$ cat config.mk
export PLATFORM = sky130hd
export DESIGN_NAME = reg_file_mp
export DESIGN_NICKNAME = d
export VERILOG_FILES = /design/src/rtl/reg_file_mp.sv
export SDC_FILE = /design/constraint.sdc
export NUM_CORES = 2
export LEC_CHECK = 0
export CELL_PAD_IN_SITES_DETAIL_PLACEMENT = 0
export CELL_PAD_IN_SITES_GLOBAL_PLACEMENT = 1
export CORE_MARGIN = 2
export CORE_UTILIZATION = 57
export DETAILED_ROUTE_END_ITERATION = 16
export MAX_ROUTING_LAYER = met4
export PLACE_DENSITY_LB_ADDON = 0.15
export SLEW_MARGIN = 20
export SYNTH_ARGS = -nofsm -noshare
export SYNTH_HDL_FRONTEND = slang
export SYNTH_SLANG_ARGS = --single-unit
$ cat constraint.sdc
create_clock -name clk -period 6.8 [get_ports clk]
set_input_delay 1.02 -clock clk [delete_from_list [all_inputs] [get_ports clk]]
set_output_delay 1.02 -clock clk [all_outputs]
set_load 0.05 [all_outputs]
$ cat src/rtl/reg_file_mp.sv
// Multi-port register file with same-cycle write-to-read bypass and a per-register
// pending scoreboard used by decode for operand hazard checks.
module reg_file_mp #(
    parameter int XLEN     = 32,
    parameter int NREGS    = 32,
    parameter int NRD      = 2,
    parameter int NWR      = 2,
    parameter int ZERO_REG = 1,
    parameter int BYPASS   = 1
) (
    input  logic                clk,
    input  logic                reset,
    input  logic [NWR-1:0]      we,
    input  logic [NWR*$clog2(NREGS)-1:0] waddr,
    input  logic [NWR*XLEN-1:0] wdata,
    input  logic [NRD*$clog2(NREGS)-1:0] raddr,
    output logic [NRD*XLEN-1:0] rdata,
    output logic [NRD-1:0]      rbusy,
    input  logic                sb_set,
    input  logic [$clog2(NREGS)-1:0] sb_addr,
    output logic                wr_conflict
);

    localparam int AW = $clog2(NREGS);
    // One extra bit so NREGS itself is representable when it is a power of two.
    localparam logic [AW:0] NREGS_W = (AW+1)'(NREGS);

    logic [XLEN-1:0]  regs_reg [NREGS];
    logic [NREGS-1:0] pending_reg;
    logic             wr_conflict_reg;
    logic             wr_conflict_next;

    logic [NWR-1:0]   wr_eff;
    logic [AW-1:0]    wa [NWR];
    logic [XLEN-1:0]  wd [NWR];
    logic             sb_eff;

    // A write port is effective only for an in-range, writable register.
    generate
        for (genvar gi = 0; gi < NWR; gi++) begin : g_wport
            assign wa[gi] = waddr[gi*AW +: AW];
            assign wd[gi] = wdata[gi*XLEN +: XLEN];
            assign wr_eff[gi] = we[gi]
                              && ({1'b0, wa[gi]} < NREGS_W)
                              && !((ZERO_REG != 0) && (wa[gi] == '0));
        end
    endgenerate

    assign sb_eff = sb_set
                  && ({1'b0, sb_addr} < NREGS_W)
                  && !((ZERO_REG != 0) && (sb_addr == '0));

    always_comb begin
        wr_conflict_next = 1'b0;
        for (int a = 0; a < NWR; a++) begin
            for (int b = a + 1; b < NWR; b++) begin
                if (wr_eff[a] && wr_eff[b] && (wa[a] == wa[b])) begin
                    wr_conflict_next = 1'b1;
                end
            end
        end
    end

    // Ports are visited in ascending order so the highest-index writer lands last;
    // a same-cycle issue re-arms pending after the completing write clears it.
    always_ff @(posedge clk) begin
        if (reset) begin
            for (int r = 0; r < NREGS; r++) begin
                regs_reg[r] <= '0;
            end
            pending_reg     <= '0;
            wr_conflict_reg <= 1'b0;
        end else begin
            for (int j = 0; j < NWR; j++) begin
                if (wr_eff[j]) begin
                    regs_reg[wa[j]]    <= wd[j];
                    pending_reg[wa[j]] <= 1'b0;
                end
            end
            if (sb_eff) begin
                pending_reg[sb_addr] <= 1'b1;
            end
            wr_conflict_reg <= wr_conflict_next;
        end
    end

    assign wr_conflict = wr_conflict_reg;

    generate
        for (genvar gi = 0; gi < NRD; gi++) begin : g_rport
            logic [AW-1:0]   ra;
            logic            ra_ok;
            logic            hit;
            logic [XLEN-1:0] hit_data;

            assign ra    = raddr[gi*AW +: AW];
            assign ra_ok = ({1'b0, ra} < NREGS_W)
                         && !((ZERO_REG != 0) && (ra == '0));

            always_comb begin
                hit      = 1'b0;
                hit_data = '0;
                for (int j = 0; j < NWR; j++) begin
                    if ((BYPASS != 0) && wr_eff[j] && (wa[j] == ra)) begin
                        hit      = 1'b1;
                        hit_data = wd[j];
                    end
                end
            end

            assign rdata[gi*XLEN +: XLEN] = !ra_ok ? '0 :
                                            hit    ? hit_data : regs_reg[ra];
            // A forwarded result satisfies the consumer, so it is not busy.
            assign rbusy[gi] = ra_ok && pending_reg[ra] && !hit;
        end
    endgenerate

endmodule

# == After elaboration in Yosys (flattened, before gate mapping) ==
# Memories as Yosys holds them, arrays and structs flattened.
# Cells that the tools add are included.
# classes
magnitude_cmp,8
eq_ne,5
mux,42
n_bitwise,5
reduce_logical,30
# op_table
operator,count
two-way mux 32 bit,15
AND 32 bit,2
NOT 32 bit,2
OR reduction 32 bit,2
bitwise OR 32 bit,1
less-than comparator 5 x 6 -> 1 bit (second input constant),5
== test 5 bit,5
logical NOT 5 bit,5
two-way mux 1 bit,20
logical AND 1 bit,16
demux 1 bit (select 5 bit),3
>= comparator 5 x 1 -> 1 bit (second input constant),3
binary-select mux 1 bit (select 5 bit),2
two-way mux 5 bit,2
logical NOT 1 bit,7
# word_totals
register_bits,33
ramBits,1024
input_bits,94
out_inout_bits,67
memories,1
# memory_table
name,words,word_bits,read_ports,rd_clocked_by_memory_dff,write_ports,line_no,source
regs_reg,32,32,2,0,32,28,logic [XLEN-1:0] regs_reg [NREGS];

# == Depth between registers and ports, before layout ==
# logic_depth
ltp_word,13
depth_mapped,10

# == Worst setup path after synthesis ==
# No wires, ideal clock.
# synth_path
path_type,in2out
from,input waddr[7]
to,output rdata[19]
t_arrival_ps,4701
required_ps,5780
setup_slack_ps,1079
path_stages,8
cell_sequence,clkbuf_1 xor2_1 nor4_4 or2_1 buf_2 buf_6 a211oi_1 a2111oi_0
# synth_via
elab_chain_len,7
# synth_rtl
item,line_no,source
from (decl),14,"input logic [NWR*$clog2(NREGS)-1:0] waddr,"
logical NOT 5 bit,45,&& !((ZERO_REG != 0) && (wa[gi] == '0));
logical NOT 1 bit,45,
logical AND 1 bit,45,
logical AND 1 bit *,104,if ((BYPASS != 0) && wr_eff[j] && (wa[j] == ra)) begin
two-way mux 32 bit / two-way mux 1 bit (equally long branches),104,
two-way mux 32 bit *,112,hit ? hit_data : regs_reg[ra];
two-way mux 32 bit *,111,assign rdata[gi*XLEN +: XLEN] = !ra_ok ? '0 :
to (decl),17,"output logic [NRD*XLEN-1:0] rdata,"
# Every way passes the cells marked *; elsewhere a longest branch is shown, timed or not.

# == Worst setup path after layout ==
# layout_path
from,input waddr[2]
to,output rdata[13]
# layout_via
elab_chain_len,8
# layout_rtl
item,line_no
logical NOT 5 bit,45
logical NOT 1 bit,45
logical AND 1 bit,45
logical AND 1 bit *,104
two-way mux 32 bit / two-way mux 1 bit (equally long branches) (2 in a row),104
two-way mux 32 bit *,112
two-way mux 32 bit *,111
# Marks and branches as above.

==> impl_metrics.yaml <==
sta:
  max_freq_mhz: 170
  setup_viol: 0
  max_slew_margin: 0.112
  rsz0062_at_grt: "no"
  finalMaxSlewViolations: 0
  post-route-period-util: 0.864
  fin_worst_skew_ns: 0
  fin_ws_ns: 0.923
  worst_pin_slew_ns: 1.32
  period_needed_ns: 5.88
  hold_viol: 0
  finalSetupTns_ns: 0
power_and_ir_drop:
  p_sw_uw: 4790
  powerDensity_mw_per_mm2: 241
  switching_share: 0.287
  p_total_uw: 16700
  clockPowerShare: 0.367
  internal_power_uw: 11900
  comb_power_share: 0.169
  ir_worst_vdd_mv: 0.197
  leakagePower_uw: 0.0239
  seq_power_share: 0.464
logic_synthesis:
  seq_area_frac_synth: 0.502
  synthesis.area_mm2: 0.0626
  synth_cell_types: 53
  syn_area_per_cell_um2: 13.0
  synthArstFlopShare: 0
  syn_inst: 4803
  netlist.area_leader.share: 0.491
  yosys_warnings: 0
  synth-edff-count: 1024
  synth_ff_type: "edfxtp_1"
  synth_top_area_cell: "edfxtp_1"
  synth.area.top_cells: "edfxtp_1 (49%), a22o_1 (14%), mux4_2 (9.8%), mux2i_1 (5.5%), mux2_2 (4.5%)"
  ys_ff_latch: 1057
clocking:
  clk_latency_ns: 0.74
  cts.repair.resized: 0
  cts_sinks: 1057
  cts_buffers: 114
  cts_hold_buf: 0
  cts_tree: "done"
  cts_root_buffer: "clkbuf_16"
  cts_setup_buffers: 0
  clockBufferDepth: 3
  clkTransAtPathRegs_ns: 0.06
  h-tree-depth: 3
min_path:
  min_from: "pending_reg[29]$_SDFF_PP0_"
  hold_end: "pending_reg[29]$_SDFF_PP0_"
  holdPathStages: 2
  hp-class: "flop to flop"
flow_run:
  timing.max_cap.violations: 0
drt:
  route.detailed.drc: 0
  post_drt_wl_per_cell_um: 41.4
  via_per_inst: 8.07
  ant_nets: 0
  vias: 49528
  firstDrtPassIters: 6
  wirelength_um: 254000
  drt_iter0_markers: 7856
place:
  place_congestion: 0.984
  placed_cells_incl_taps: 5920
  dp_slack_ns: 1.08
  port_buffers: 160
  dpl_cell_area_mm2: 0.0656
  dp.final_hpwl_um: 155000
critical_path:
  worstPathCellList: "clkdlybuf4s50_1 > or3_1 > o31ai_4 > nor4_1 > or2_4 > nor3_1 > a211oi_2 > clkdlybuf4s50_1"
  arrival_ns: 4.86
  reg2reg_slack_ns: 6.10
  crit_fanout: 30
  end_kind: "output pin"
  path_class: "input pin to output pin"
  start_kind: "input pin"
  r2r-start: "pending_reg[18]$_SDFF_PP0_"
  cp.required_ns: 5.78
  critPathSlowestCell: "clkdlybuf4s50_1"
  regToRegEndpoint: "pending_reg[18]$_SDFF_PP0_"
  rr_worst_depth: 2
  cpPeakStageDelay_ns: 1.08
  cp_common_cell: "clkdlybuf4s50_1"
layout:
  fillers: 8115
  register_area_mm2: 0.0314
  stdcell_area_mm2: 0.0693
  final_nets: 4717
  finalNonFillerCells: 6137
  largest_reg_flops: 1024
  multiInputGateArea_mm2: 0.0286
  drive_above_1_share: 0.240
  syn2layout_area_growth_pct: 10.6
die:
  core_mm2: 0.109
  die_y_um: 335
  fp.dieArea_mm2: 0.112
  rows: 121
  ioPinCount: 161
  initial_core_util: 0.575
  die-width_um: 335
global_route:
  antenna_found_initial: 12
  grt_max_degree: 77
  track_usage: 0.457
  grt_pass1_vias: 47808
  globalRouteOverflowTotal: 0
  grt_pass1_wl_um: 351000
status:
  status: "finished, final reports clean"
-- layout by cell type, fill, tap and decap left out, types with 34 or more instances in the layout --
cell type        count
a2111oi_0           34
clkdlybuf4s50_1     93
nor3_1              94
a22oi_1            171
buf_4              265
mux2_2             248
mux4_2             273
mux2i_1            346
clkbuf_16          115
a21oi_1             37
nand3_1             94
edfxtp_1          1024
o22ai_1            133
nor2_1             146
nand2_1             94
a22o_1             992
-- critical path, delay by kind of cell --
family | cells | cell delay [ns]
AO/OA/AOI/OAI | 2 | 0.33
AND/OR/NAND/NOR | 4 | 1.65
buffers and inverters | 2 | 1.81
-- worst max path at each step --
| stage | endpoint | start | slack, ns | cells after the start |
|---|---|---|---|---|
| after floorplan | rdata[19] | waddr[7] | 1.08 | 8 |
| final | rdata[13] | waddr[2] | 0.92 | 8 |
| after global routing | rdata[7] | waddr[3] | 0.79 | 10 |
| after CTS | rdata[7] | waddr[2] | 1.09 | 10 |
| after detailed placement | rdata[13] | waddr[2] | 1.08 | 8 |
| after global placement | rdata[13] | waddr[2] | 1.17 | 8 |
-- cells by family (layout without fill, tap and decap cells) --
kind of cell / count (synthesis) / after routing / synth area share
and+or+nand+nor: 603 / 603 / 0.0479
muxes: 867 / 867 / 0.198
other: 1 / 45 / 0.0000599
buffers and inverters: 761 / 637 / 0.0517
AOI/OAI and AO/OA: 1489 / 1489 / 0.197
xor gates and xnor gates: 25 / 25 / 0.00350
DFF: 1057 / 1057 / 0.502
-- final cells by class --
type                            count  area share
Sequential cell                  1057       0.453
Multi-Input combinational cell   3016       0.413
Timing Repair Buffer              402      0.0540
Clock buffer                      140      0.0429
Clock inverter                     63     0.00835
Antenna cell                       13    0.000470
Tap cell                         1414      0.0255
Inverter                           32     0.00173
-- cells in the mapped netlist (9+ instances only) --
cell type  instances
mux4_2           273
nand3b_1          12
xnor2_1           16
buf_2            252
edfxtp_1        1024
a22o_1           992
mux2i_1          346
buf_4             10
nor2b_1           15
inv_1             32
nand2_1           95
mux2_2           248
o21ai_0           18
clkbuf_1         379
nor3_2            25
xor2_1             9
dfxtp_1           33
o22ai_1          133
a2111oi_0         35
o211ai_1          27
or3_1             36
nand3_1           94
a211oi_1          16
o221ai_1          32
a211oi_2          19
a22oi_1          171
buf_1             84
a21oi_1           37
nor2_1           180
nor3_1           102
-- stage by stage --
stage	util	hold WS, ns
after floorplan	-	0.439
after global placement	0.602	0.462
after detailed placement	0.603	0.475
after CTS	0.636	0.483
after global routing	0.636	0.493
final	0.636	0.487
-- power by group through the flow --
stage	clock network (µW)	registers [µW]	logic (µW)
after floorplan	0	7800	1700
after global placement	0	7830	2690
after detailed placement	0	7860	2710
after CTS	6070	7730	2720
after global routing	6340	7780	2860
final	6120	7740	2830
-- routing by layer --
metal | global-route usage | wire [µm] | vias to the layer above
met1 | 0.562 | 86200 | 24814
met5 | - | 0 | -
met2 | 0.655 | 111000 | 4460
met3 | 0.166 | 40800 | 1021
li1 | - | - | 19233
met4 | 0.253 | 15900 | 0
Note: power is estimated with default switching activity, not from simulation.
